**config.mk**
```make
export PLATFORM = sky130hd
export DESIGN_NAME = dmem_arbiter
export DESIGN_NICKNAME = d
export VERILOG_FILES = /design/src/rtl/dmem_arbiter_pkg.sv /design/src/rtl/dmem_arbiter_rr_pick.sv /design/src/rtl/dmem_arbiter.sv
export SDC_FILE = /design/constraint.sdc
export NUM_CORES = 1
export LEC_CHECK = 0
export BUFFER_PORTS_ARGS = -buffer_cell sky130_fd_sc_hd__buf_2
export CAP_MARGIN = 15
export CORE_AREA = 2 2 114 116
export DETAILED_ROUTE_END_ITERATION = 12
export DIE_AREA = 0 0 116 118
export HOLD_SLACK_MARGIN = 0.05
export PLACE_DENSITY = 0.67
export SYNTH_ARGS = -nofsm -noshare
export SYNTH_HDL_FRONTEND = slang
export SYNTH_SLANG_ARGS = --single-unit
```
**constraint.sdc**
```tcl
create_clock -name clk_in -period 6.6 [get_ports clk_in]
set_input_delay 1.32 -clock clk_in [delete_from_list [all_inputs] [get_ports clk_in]]
set_output_delay 1.32 -clock clk_in [all_outputs]
set_load 0.01 [all_outputs]
```
**src/rtl/dmem_arbiter_pkg.sv**
```systemverilog
// Shared definitions for the data-memory arbiter: FSM state encodings,
// master index constants and the RAM access-size codes used by cpu/ram.
package dmem_arbiter_pkg;

    typedef enum logic [1:0] {
        ST_IDLE  = 2'd0,
        ST_LOCK0 = 2'd1,
        ST_LOCK1 = 2'd2
    } arb_state_t;

    localparam logic M0 = 1'b0;
    localparam logic M1 = 1'b1;

    localparam logic [1:0] MODE_WORD = 2'b00;
    localparam logic [1:0] MODE_HALF = 2'b01;
    localparam logic [1:0] MODE_BYTE = 2'b10;

    // Locked state that belongs to a given master index.
    function automatic arb_state_t lock_state_of(input logic idx);
        return idx ? ST_LOCK1 : ST_LOCK0;
    endfunction

endpackage

```
**src/rtl/dmem_arbiter_rr_pick.sv**
```systemverilog
// Two-way round-robin pick: on a tie the master that did not win last time
// is chosen; a lone requester always wins.
module dmem_rr_pick (
    input  logic [1:0] i_req,
    input  logic       i_last,
    output logic       o_winner,
    output logic       o_valid
);

    // Pure combinational selection between the two requesters.
    always_comb begin
        o_valid  = |i_req;
        o_winner = 1'b0;
        if (i_req == 2'b11) begin
            o_winner = ~i_last;
        end else if (i_req[1]) begin
            o_winner = 1'b1;
        end
    end

endmodule

```
**src/rtl/dmem_arbiter.sv**
```systemverilog
// Arbitrates the single data RAM between the CPU data port (M0) and the
// loader/debug port (M1). Round-robin with optional burst lock; a locked
// owner is pre-empted after MAX_HOLD grants if the other master is waiting.
// Grants and RAM drive are combinational; read data comes back registered
// one cycle after the grant.
//
// Handshake: a master raises mX_req with its fields stable and keeps them
// stable until the cycle in which mX_gnt is high; that cycle is the RAM
// access. A read's data arrives with mX_rvalid exactly one cycle later.
module dmem_arbiter
    import dmem_arbiter_pkg::*;
#(
    parameter int MAX_HOLD = 16,
    parameter int AW       = 13,
    localparam int HCW     = $clog2(MAX_HOLD + 1)
) (
    input  logic            clk_in,
    input  logic            reset,
    input  logic            m0_req,
    input  logic            m0_lock,
    input  logic            m0_we,
    input  logic [1:0]      m0_mode,
    input  logic [31:0]     m0_addr,
    input  logic [31:0]     m0_wdata,
    output logic            m0_gnt,
    output logic            m0_rvalid,
    output logic [31:0]     m0_rdata,
    input  logic            m1_req,
    input  logic            m1_lock,
    input  logic            m1_we,
    input  logic [1:0]      m1_mode,
    input  logic [31:0]     m1_addr,
    input  logic [31:0]     m1_wdata,
    output logic            m1_gnt,
    output logic            m1_rvalid,
    output logic [31:0]     m1_rdata,
    output logic            ram_ena,
    output logic            ram_wena,
    output logic [1:0]      ram_mode,
    output logic [AW-1:0]   ram_addr,
    output logic [31:0]     ram_wdata,
    input  logic [31:0]     ram_rdata,
    output arb_state_t      dbg_state,
    output logic            dbg_last,
    output logic [HCW-1:0]  dbg_hold_cnt
);

    localparam logic [HCW-1:0] HOLD_MAX = HCW'(MAX_HOLD);
    localparam logic [HCW-1:0] HOLD_ONE = HCW'(1);

    arb_state_t     r_state;
    logic           r_last;
    logic [HCW-1:0] r_hold_cnt;
    logic           r_m0_rvalid;
    logic           r_m1_rvalid;
    logic [31:0]    r_m0_rdata;
    logic [31:0]    r_m1_rdata;

    logic           w_pick_winner;
    logic           w_pick_valid;
    logic           w_own_idx;
    logic           w_own_req;
    logic           w_other_req;
    logic           w_forced;
    logic           w_grant;
    logic           w_win;
    logic           w_win_lock;
    logic           w_win_we;
    arb_state_t     w_next_state;
    logic [HCW-1:0] w_next_hold;
    logic [HCW-1:0] w_hold_inc;

    // Upper address bits are deliberately ignored.
    logic w_unused_addr;
    assign w_unused_addr = ^{m0_addr[31:AW], m1_addr[31:AW]};

    dmem_rr_pick u_pick (
        .i_req    ({m1_req, m0_req}),
        .i_last   (r_last),
        .o_winner (w_pick_winner),
        .o_valid  (w_pick_valid)
    );

    // Who currently owns a lock, whether it still wants the RAM, and whether
    // the hold budget is exhausted while the other master waits.
    always_comb begin
        w_own_idx   = (r_state == ST_LOCK1);
        w_own_req   = ((r_state == ST_LOCK0) && m0_req) ||
                      ((r_state == ST_LOCK1) && m1_req);
        w_other_req = w_own_idx ? m0_req : m1_req;
        w_forced    = w_own_req && w_other_req && (r_hold_cnt == HOLD_MAX);
        w_hold_inc  = (r_hold_cnt == HOLD_MAX) ? r_hold_cnt : r_hold_cnt + HOLD_ONE;
    end

    // Choose this cycle's winner: locked owner, forced hand-over, or round-robin.
    always_comb begin
        w_grant = 1'b0;
        w_win   = M0;
        if (w_own_req && !w_forced) begin
            w_grant = 1'b1;
            w_win   = w_own_idx;
        end else if (w_forced) begin
            w_grant = 1'b1;
            w_win   = ~w_own_idx;
        end else if (w_pick_valid) begin
            w_grant = 1'b1;
            w_win   = w_pick_winner;
        end
        w_win_lock = w_win ? m1_lock : m0_lock;
        w_win_we   = w_win ? m1_we   : m0_we;
    end

    // Next FSM state and hold count; a continuing owner keeps counting,
    // any fresh owner starts at one.
    always_comb begin
        w_next_state = ST_IDLE;
        w_next_hold  = '0;
        if (w_grant && w_win_lock) begin
            w_next_state = lock_state_of(w_win);
            w_next_hold  = (w_own_req && !w_forced) ? w_hold_inc : HOLD_ONE;
        end
    end

    // Drive the RAM from the granted master; everything idles at zero otherwise.
    always_comb begin
        m0_gnt    = w_grant && (w_win == M0);
        m1_gnt    = w_grant && (w_win == M1);
        ram_ena   = w_grant;
        ram_wena  = 1'b0;
        ram_mode  = '0;
        ram_addr  = '0;
        ram_wdata = '0;
        if (w_grant) begin
            ram_wena  = w_win_we;
            ram_mode  = w_win ? m1_mode : m0_mode;
            ram_addr  = w_win ? m1_addr[AW-1:0] : m0_addr[AW-1:0];
            ram_wdata = w_win ? m1_wdata : m0_wdata;
        end
    end

    // Arbitration state and registered read responses.
    always_ff @(posedge clk_in) begin
        if (!reset) begin
            r_state     <= ST_IDLE;
            r_last      <= M1;
            r_hold_cnt  <= '0;
            r_m0_rvalid <= 1'b0;
            r_m1_rvalid <= 1'b0;
            r_m0_rdata  <= '0;
            r_m1_rdata  <= '0;
        end else begin
            r_state    <= w_next_state;
            r_hold_cnt <= w_next_hold;
            if (w_grant) begin
                r_last <= w_win;
            end
            r_m0_rvalid <= m0_gnt && !m0_we;
            r_m1_rvalid <= m1_gnt && !m1_we;
            if (m0_gnt && !m0_we) begin
                r_m0_rdata <= ram_rdata;
            end
            if (m1_gnt && !m1_we) begin
                r_m1_rdata <= ram_rdata;
            end
        end
    end

    assign m0_rvalid    = r_m0_rvalid;
    assign m1_rvalid    = r_m1_rvalid;
    assign m0_rdata     = r_m0_rdata;
    assign m1_rdata     = r_m1_rdata;
    assign dbg_state    = r_state;
    assign dbg_last     = r_last;
    assign dbg_hold_cnt = r_hold_cnt;

endmodule

```
==> results of run 1 <==
## power by group through the flow
stage          clock network [mW]  registers (mW)  logic, mW
3_3_place_gp                    0           0.490      0.249
2_1_floorplan                   0           0.501      0.141
5_1_grt                     0.501           0.483      0.273
3_5_place_dp                    0           0.490      0.251
6_report                    0.466           0.480      0.249
4_1_cts                     0.480           0.480      0.252
## logic make-up (layout without fill, tap and decap cells)
| group | after synthesis | after routing | share of synthesized area (%) |
|---|---|---|---|
| buf+inv | 88 | 334 | 11.7 |
| fa+ha+maj | 2 | 2 | 0.637 |
| mux | 115 | 115 | 29.5 |
| xor+xnor | 4 | 4 | 0.893 |
| simple gates | 165 | 165 | 17.2 |
| compound gates | 13 | 13 | 2.36 |
| flops | 74 | 74 | 37.7 |
## state kept, by name, summed over array words and instances (netlist names)
name          cells
dbg_state         2
m1_rdata         32
m1_rvalid         1
m0_rdata         32
m0_rvalid         1
dbg_hold_cnt      5
dbg_last          1
## Yosys cell counts (2+ instances only)
cell        n  share of area (%)
a211oi_1    4               0.77
a21oi_1     3               0.38
a31oi_1     2               0.32
and2_1      3               0.48
and3_1      3               0.48
buf_12      3                1.5
buf_4       3               0.57
buf_6       9                2.6
clkbuf_1   17                1.6
dfxtp_1    74                 38
ha_1        2               0.64
inv_1      54                5.2
mux2i_1   113                 29
nand2_1   145                 14
nand3_1     5               0.64
nand3b_1    4               0.77
xnor2_1     2               0.45
xor2_1      2               0.45
## critical path: stages
cell and delay [ns]:
buf_2 0.15, nand3b_1 0.16, mux2_1 0.18, and2_2 0.48
buf_4 0.46, mux2i_1 0.30, buf_2 0.18
## per-stage QoR
stage	instances	power (mW)	hold slack (ns)
after floorplan	461	0.642	0.479
after global placement	863	0.738	0.439
after detailed placement	863	0.741	0.444
after CTS	879	1.21	0.454
after global routing	879	1.26	0.471
final	879	1.20	0.449
## worst paths after layout
kind | start | end | cells past startpoint
setup / recovery | m0_req | ram_wdata[4] | 7
hold / removal | m1_rdata[23] | m1_rdata[23] | 2
setup reg to reg | dbg_hold_cnt[0] | m1_rvalid | 8
hold reg to reg | m1_rdata[23] | m1_rdata[23] | 2
## cell type report
type                    count  area, µm²
flip-flops and latches     74       1480
well taps                 172        215
fillers                  1290       6900
clock inverters             3       21.3
clock buffers              13        270
inverters                  54        203
multi-input cells         299       1990
repair buffers            264       1340
## layout by cell type (no fill, tap or decap)
cell type | synthesis | layout
buf_2 | 1 | 258
nand2_1 | 145 | 145
mux2i_1 | 113 | 113
dfxtp_1 | 74 | 74
inv_1 | 54 | 54
clkbuf_16 | 0 | 9
buf_4 | 3 | 6
nand3_1 | 5 | 5
nand3b_1 | 4 | 4
a211oi_1 | 4 | 4
a21oi_1 | 3 | 3
clkbuf_8 | 0 | 3
xnor2_1 | 2 | 2
a31oi_1 | 2 | 2
and3_1 | 3 | 2
xor2_1 | 2 | 2
and2_1 | 3 | 2
ha_1 | 2 | 2
or2_2 | 1 | 1
nor4bb_1 | 1 | 1
mux2_1 | 1 | 1
and2_2 | 0 | 1
mux2_4 | 1 | 1
and3_2 | 0 | 1
nor2_1 | 1 | 1
a2111oi_2 | 1 | 1
and4b_2 | 0 | 1
o21ai_0 | 1 | 1
or2_1 | 1 | 1
o22ai_1 | 1 | 1
a31o_2 | 1 | 1
clkbuf_1 | 17 | 1
inv_6 | 0 | 1
clkinvlp_4 | 0 | 1
clkinv_2 | 0 | 1
## metal layers
layer	vias to the layer above	track usage (%)
li1	1948	-
met1	1657	19.7
met2	99	26.6
met3	11	3.45
met4	0	4.76
met5	-	0
==> flow_metrics.py, run 1 <==
metrics = {
    "synthesis": {
        "synth-main-ff-cell": "dfxtp_1",
        "avgSynthCellArea_um2": 8.51,
        "synth_edf_count": 0,
        "async_flop_share_pct": 0,
        "ys_seq_area_share_pct": 37.7,
        "syn_area_um2": 3930,
        "yosysWarnings": 0,
        "syn_inst": 461,
        "synth.distinct_cells": 31,
        "syn-num-nets": 635,
        "ys_ff_latch": 74,
    },
    "timing": {
        "tightest_slew_ns": 0.960,
        "rsz0062_at_grt": "false",
        "finalClockSkew_ns": 0.00847,
        "period_minus_slack_ns": 4.56,
        "tns_ns": 0,
        "setup_violations": 0,
        "relSlewSlack_pct": 36.0,
        "fmax_mhz": 219,
        "setup_ws_ns": 2.04,
        "finalHoldViolCount": 0,
        "period_share_pct": 69.1,
        "slew_viol_final": 0,
    },
    "route": {
        "wl_mm": 11.1,
        "vias": 3715,
        "drt-initial-drc-count": 135,
        "drtPass1Iterations": 4,
        "wl_per_cell_um": 12.6,
        "drc": 0,
        "top_layer": "met4",
        "wl_met3_um": 492,
        "wl_met2_mm": 5.47,
        "ant_nets": 0,
        "drt-vias-per-instance": 4.23,
        "m1WireLength_mm": 4.99,
    },
    "power_and_ir_drop": {
        "clkPwrFrac_pct": 39.0,
        "powerDensity_nw_per_um2": 217,
        "power.static_leakage_nw": 3.01,
        "peakVddDrop_mv": 0.130,
        "combPwrFrac_pct": 20.8,
        "p_switching_uw": 325,
        "p_int_uw": 871,
        "p_sw_share_pct": 27.2,
        "p_seq_share_pct": 40.2,
    },
    "place": {
        "gp_congestion": 0.852,
        "placed_area_um2": 5220,
        "place_hpwl_mm": 8.36,
        "port_buffers": 258,
        "place_ws_ns": 2.05,
    },
    "floorplan": {
        "die_area_um2": 13700,
        "die_w_um": 116,
        "ioPinCount": 297,
        "chipHeight_um": 118,
        "initial_utilization_pct": 31.6,
        "coreArea_um2": 12400,
        "row_count": 41,
    },
    "global_route": {
        "grt_usage_pct": 15.7,
        "grt_start_max_net_pins": 102,
        "grt_pass1_vias": 3555,
        "grt_first_pass_wirelength_mm": 17.3,
        "overflow": 0,
        "antenna_found_initial": 0,
    },
    "cts": {
        "cts_max_path_buffers": 2,
        "post_cts_resized": 0,
        "cts_tree": "yes",
        "h-tree-depth": 3,
        "cts_made_buffers": 9,
        "clock-sinks": 74,
        "clk_latency_ns": 0.32,
        "cts_setup_buffers": 0,
        "cts_hold_buf": 0,
        "root_buffer": "clkbuf_16",
        "path_clk_slew_ns": 0.05,
    },
    "setup_path": {
        "setup.worst_path.class": "primary input to output pin",
        "arrival_ns": 3.24,
        "critPathCaptureType": "output pin",
        "critPathLaunchType": "primary input",
        "cp.required_ns": 5.28,
        "r2r_slack_ns": 4.31,
        "path_max_fanout": 25,
    },
    "job": {
        "maxCapViolCount": 0,
    },
    "finish": {
        "post-route-util_pct": 44.4,
        "drive_above_1_share_pct": 40.5,
        "n_antenna_cell": 0,
        "fin_nets": 876,
        "finalInstanceArea_um2": 5510,
        "areaGrowthSynthToFinish_pct": 40.5,
    },
    "status": {
        "status": "completed",
    },
    "min_path": {
        "hold_class": "register to register",
    },
}
No activity file was read; power rests on OpenSTA's default activity.
==> run 2: changes to the inputs <==
- ABC_AREA: default -> 1
- CORE_AREA: 2 2 114 116 -> 2 2 116 118
- DIE_AREA: 0 0 116 118 -> 0 0 118 120
- PLACE_DENSITY: 0.67 -> 0.66
- clock period: 6.6 -> 3.8 ns (I/O delays scaled with it)
==> flow_metrics.py, run 2 <==
metrics = {
    "synthesis": {
        "synth.distinct_cells": 26,
        "yosys-top-cells-count": "283 x nand2_1, 139 x nor2_1, 74 x dfxtp_1, 73 x inv_1, 9 x buf_6",
        "syn_inst": 632,
        "yosysWarnings": 0,
        "synthTopCellsByArea": "dfxtp_1 39%, nand2_1 28%, nor2_1 14%, inv_1 7.2%, buf_6 2.7%",
        "syn_area_um2": 3800,
        "syn-num-nets": 806,
        "synth-main-ff-cell": "dfxtp_1",
        "synth_edf_count": 0,
        "synth_top_area_cell": "dfxtp_1",
        "synth_most_common_cell": "nand2_1",
        "async_flop_share_pct": 0,
        "avgSynthCellArea_um2": 6.02,
        "synth_top_area_share_pct": 38.9,
        "ys_ff_latch": 74,
        "ys_seq_area_share_pct": 38.9,
    },
    "setup_path": {
        "path_max_fanout": 35,
        "setup.worst_path.class": "register to output pin",
        "critPathCaptureType": "output pin",
        "cp.required_ns": 3.04,
        "critPathLaunchType": "register",
        "arrival_ns": 2.43,
    },
    "global_route": {
        "grt_usage_pct": 17.6,
        "grt_first_pass_wirelength_mm": 19.8,
        "grt_start_max_net_pins": 65,
        "antenna_found_initial": 0,
        "overflow": 0,
        "grt_pass1_vias": 3881,
    },
    "cts": {
        "cts_hold_buf": 0,
        "clock-sinks": 74,
        "h-tree-depth": 3,
        "path_clk_slew_ns": 0.06,
        "cts_setup_buffers": 0,
        "cts_made_buffers": 9,
        "cts_max_path_buffers": 2,
        "clk_latency_ns": 0.33,
        "post_cts_resized": 0,
        "root_buffer": "clkbuf_16",
        "cts_tree": "yes",
    },
    "job": {
        "maxCapViolCount": 0,
    },
    "finish": {
        "fin_nets": 1049,
        "final_cell_mix": "283 x nand2_1, 258 x buf_2, 139 x nor2_1",
        "n_antenna_cell": 0,
        "drive_above_1_share_pct": 33.2,
        "areaGrowthSynthToFinish_pct": 43.4,
        "layoutNonFillerInstCount": 1056,
        "final_common_cell": "nand2_1",
    },
    "timing": {
        "period_minus_slack_ns": 3.19,
        "finalClockSkew_ns": 0.00719,
        "tightest_slew_ns": 0.838,
        "tns_ns": 0,
        "rsz0062_at_grt": "false",
        "fmax_mhz": 314,
        "relSlewSlack_pct": 44.1,
        "setup_violations": 0,
        "slew_viol_final": 0,
        "finalHoldViolCount": 0,
        "period_share_pct": 83.8,
    },
    "power_and_ir_drop": {
        "powerDensity_nw_per_um2": 437,
        "peakVddDrop_mv": 0.199,
        "power.total_mw": 2.38,
        "power.static_leakage_nw": 3.37,
    },
    "floorplan": {
        "initial_utilization_pct": 29.3,
        "ioPinCount": 297,
        "die_area_um2": 14200,
        "coreArea_um2": 13000,
        "chipHeight_um": 120,
        "die_w_um": 118,
        "row_count": 42,
    },
    "status": {
        "status": "completed",
    },
    "route": {
        "ant_nets": 0,
        "wl_mm": 12.7,
        "wl_per_cell_um": 12.0,
        "drc": 0,
        "drt-vias-per-instance": 4.10,
        "vias": 4332,
        "drt-initial-drc-count": 142,
        "drtPass1Iterations": 4,
    },
    "place": {
        "port_buffers": 258,
        "gp_congestion": 0.847,
        "dp_cells": 1040,
        "place_hpwl_mm": 9.72,
    },
    "min_path": {
        "hold_class": "register to register",
    },
}
==> run 2: cell count changes in the layout (fill, tap and decap cells not counted), moves of 3 or more <==
cell,previous run,this run
buf_12,0,3
nand3b_1,4,0
inv_1,54,73
nand2_1,145,283
nor2_1,1,139
inv_2,0,6
a211oi_1,4,0
mux2i_1,113,0
nand3_2,0,4
buf_4,6,1
==> run 2: metal layers <==
layer / vias to the layer above / track usage, % / part of all wire [%] / wire (µm)
li1: 2312 / - / - / -
met1: 1838 / 21.0 / 43 / 5390
met2: 162 / 29.3 / 47 / 5890
met3: 20 / 6.32 / 9.1 / 1150
met4: 0 / 6.10 / 1.9 / 236
met5: - / 0 / 0 / 0
==> run 2: logic make-up (layout without fill, tap and decap cells) <==
family,count (synthesis),after routing,share of synthesized area (%)
flops,74,74,38.9
xor+xnor,3,3,0.691
compound gates,7,7,1.02
simple gates,437,437,45.3
buf+inv,109,357,13.4
fa+ha+maj,2,2,0.658
==> run 2: stage by stage <==
step | util (%) | area (µm²) | hold slack (ns) | setup WS [ns]
2_1_floorplan | - | 3800 | 0.508 | 1.20
3_3_place_gp | 39.8 | 5170 | 0.456 | 0.762
3_5_place_dp | 39.8 | 5170 | 0.467 | 0.749
4_1_cts | 42.0 | 5450 | 0.480 | 0.573
5_1_grt | 42.0 | 5450 | 0.503 | 0.381
6_report | 42.0 | 5450 | 0.476 | 0.614
==> run 2: critical path: stages, from the launching register on <==
cell and delay, ns:
dfxtp_1 0.34, inv_1 0.09, ha_1 0.14, nand2_1 0.08, nor2_4 0.20, nand3_2 0.13, nand3_2 0.12, nand3_4 0.16
inv_2 0.28, buf_12 0.23, nand2_1 0.11, nand2_1 0.08, buf_2 0.13
==> run 2: final cells by class <==
cell class / instances / area (µm²)
Tap cell: 176 / 220
Clock inverter: 2 / 10.0
Inverter: 79 / 297
Fill cell: 1432 / 7530
Sequential cell: 74 / 1480
Timing Repair Buffer: 262 / 1360
Multi-Input combinational cell: 449 / 1810
Clock buffer: 14 / 274
==> run 2: where the power goes <==
part	leakage (nW)	switching (mW)	total (mW)	internal, mW
Clock	0.143	0.319	0.813	0.494
Combinational	2.62	0.418	0.688	0.270
Sequential	0.609	0.0350	0.884	0.849
==> run 2: worst paths after layout <==
path | startpoint | endpoint | slack [ns] | cells past startpoint
max | dbg_hold_cnt[0] | ram_addr[9] | 0.61 | 12
min | m1_rdata[10] | m1_rdata[10] | 0.48 | 2
max reg2reg | dbg_hold_cnt[0] | m0_rdata[30] | 1.40 | 11
min reg2reg | m1_rdata[10] | m1_rdata[10] | 0.48 | 2
==> run 3: changes to the inputs <==
- ABC_AREA: 1 -> 0
- CORE_AREA: 2 2 116 118 -> 2 2 114 116
- DIE_AREA: 0 0 118 120 -> 0 0 116 118
- PLACE_DENSITY: 0.66 -> 0.69
- clock period: 3.8 -> 2.6 ns (I/O delays scaled with it)
==> flow_metrics.py, run 3 (synthesis results as in run 1) <==
metrics = {
    "setup_path": {
        "critPathCaptureType": "output pin",
        "critPathLaunchType": "register",
        "r2r_slack_ns": 0.50,
        "path_max_fanout": 7,
        "cp.required_ns": 2.08,
        "path_cells": "inv_2 > ha_4 > nor4bb_4 > buf_4 > mux2_4 > and2_4 > buf_12 > mux2i_2 > buf_2",
        "cp_top_family": "buffers and inverters",
        "arrival_ns": 2.26,
        "worst_path_largest_cell_delay_ns": 0.32,
        "cp_num_buf_inv": 4,
        "setup.worst_path.class": "register to output pin",
        "crit_slowest_cell": "dfxtp_2",
    },
    "finish": {
        "fin_nets": 887,
        "n_antenna_cell": 0,
        "drive_above_1_share_pct": 42.9,
        "seq_area_um2": 1480,
        "post-route-util_pct": 46.5,
        "layoutNonFillerInstCount": 890,
        "num-fill-cells": 1273,
        "areaGrowthSynthToFinish_pct": 47.2,
        "multi_input_area_um2": 2050,
        "final_common_cell": "buf_2",
        "final_cell_mix": "256 x buf_2, 145 x nand2_1, 109 x mux2i_1",
    },
    "route": {
        "ant_nets": 0,
        "wl_per_cell_um": 12.9,
        "drc": 0,
        "drt-vias-per-instance": 4.29,
        "drt-initial-drc-count": 177,
        "drtPass1Iterations": 4,
        "vias": 3820,
        "wl_mm": 11.4,
    },
    "floorplan": {
        "ioPinCount": 297,
        "row_count": 41,
        "initial_utilization_pct": 31.6,
        "die_area_um2": 13700,
        "coreArea_um2": 12400,
        "die_w_um": 116,
        "chipHeight_um": 118,
    },
    "power_and_ir_drop": {
        "peakVddDrop_mv": 0.349,
        "p_seq_share_pct": 39.2,
        "p_int_mw": 2.19,
        "powerDensity_nw_per_um2": 537,
        "clkPwrFrac_pct": 38.2,
        "power.total_mw": 3.10,
        "combPwrFrac_pct": 22.5,
        "p_switching_uw": 910,
        "p_sw_share_pct": 29.3,
        "power.static_leakage_nw": 3.11,
    },
    "job": {
        "maxCapViolCount": 0,
    },
    "cts": {
        "cts_made_buffers": 9,
        "path_clk_slew_ns": 0.06,
        "cts_max_path_buffers": 2,
        "clock-sinks": 74,
        "clk_latency_ns": 0.33,
        "root_buffer": "clkbuf_16",
        "h-tree-depth": 3,
        "cts_hold_buf": 0,
        "cts_tree": "yes",
    },
    "status": {
        "failed_checks": "setup timing",
        "status": "complete, but fails checks",
    },
    "timing": {
        "period_minus_slack_ns": 2.78,
        "finalClockSkew_ns": 0.00550,
        "hold_slack_ns": 0.452,
        "setup_violations": 48,
        "tns_ns": -5.28,
        "slew_viol_final": 0,
        "setup_ws_ns": -0.181,
        "rsz0062_at_grt": "true",
        "fmax_mhz": 360,
        "relSlewSlack_pct": 40.2,
        "tightest_slew_ns": 0.898,
        "finalHoldViolCount": 0,
        "period_share_pct": 107,
    },
    "global_route": {
        "grt_start_max_net_pins": 99,
        "grt_first_pass_wirelength_mm": 17.7,
        "overflow": 0,
        "grt_usage_pct": 16.1,
        "grt_pass1_vias": 3735,
        "antenna_found_initial": 0,
    },
    "place": {
        "place_hpwl_mm": 8.30,
        "dp_cells": 870,
        "port_buffers": 258,
        "gp_congestion": 0.797,
    },
    "min_path": {
        "hold_class": "register to register",
    },
}
==> run 3: changes by cell type in the layout (fill, tap and decap cells not counted), sizes merged, moves of 4 or more <==
cell,change
nand3,-4
a211oi,+4
nand3b,+4
nor2,-140
o21ai,-4
buf,+13
inv,-22
nand2,-139
clkbuf,-5
mux2i,+113
==> run 3: tightest hold or removal path, cell delays in order (launching register included) <==
cell and delay, ns:
dfxtp_1 0.30, nand2_1 0.05, mux2i_1 0.05
==> run 3: through the flow <==
step,instance area [µm²],setup WS (ns)
CTS,5750,-0.166
global placement,5340,-0.0514
detailed placement,5340,-0.0307
floorplan,3930,0.0383
finish,5780,-0.181
global route,5780,-0.273
==> run 3: what timing repair did <==
| action | in CTS | in global routing |
|---|---|---|
| gates cloned | 2 | 0 |
| setup buffers | 2 | 0 |
| pin swaps | 2 | 0 |
| resized for setup | 16 | 4 |
| setup endpoints to repair | 50 | 49 |
==> run 3: path summary, 6_finish.rpt <==
| path | from | endpoint | cells past startpoint |
|---|---|---|---|
| worst max-delay path | dbg_hold_cnt[0] | ram_wdata[5] | 9 |
| worst min-delay path | m1_rdata[0] | m1_rdata[0] | 2 |
| worst max register to register | dbg_hold_cnt[0] | m1_rdata[2] | 9 |
| worst min register to register | m1_rdata[0] | m1_rdata[0] | 2 |
==> run 3: layer usage <==
layer  track usage, %  part of all wire, %  vias up
met1             18.9                   41     1699
met4             5.58                  2.3        0
li1                 -                    -     1977
met3             3.71                  5.5       19
met5                0                    0        -
met2             28.5                   51      125
==> run 3: final cells by class <==
type	count	share of cell area [%]
clock buffer	9	3.90
clock inverter	7	1.06
inverter	54	3.51
multi-input combinational	299	35.5
sequential	74	25.7
tap	172	3.73
timing repair buffer	275	26.6
==> run 3: power by group through the flow <==
stage	Combinational, mW	Sequential [mW]	Clock (mW)
final	0.699	1.22	1.19
after global routing	0.765	1.23	1.28
after CTS	0.696	1.22	1.23
after detailed placement	0.659	1.24	0
after global placement	0.653	1.24	0
after floorplan	0.358	1.27	0
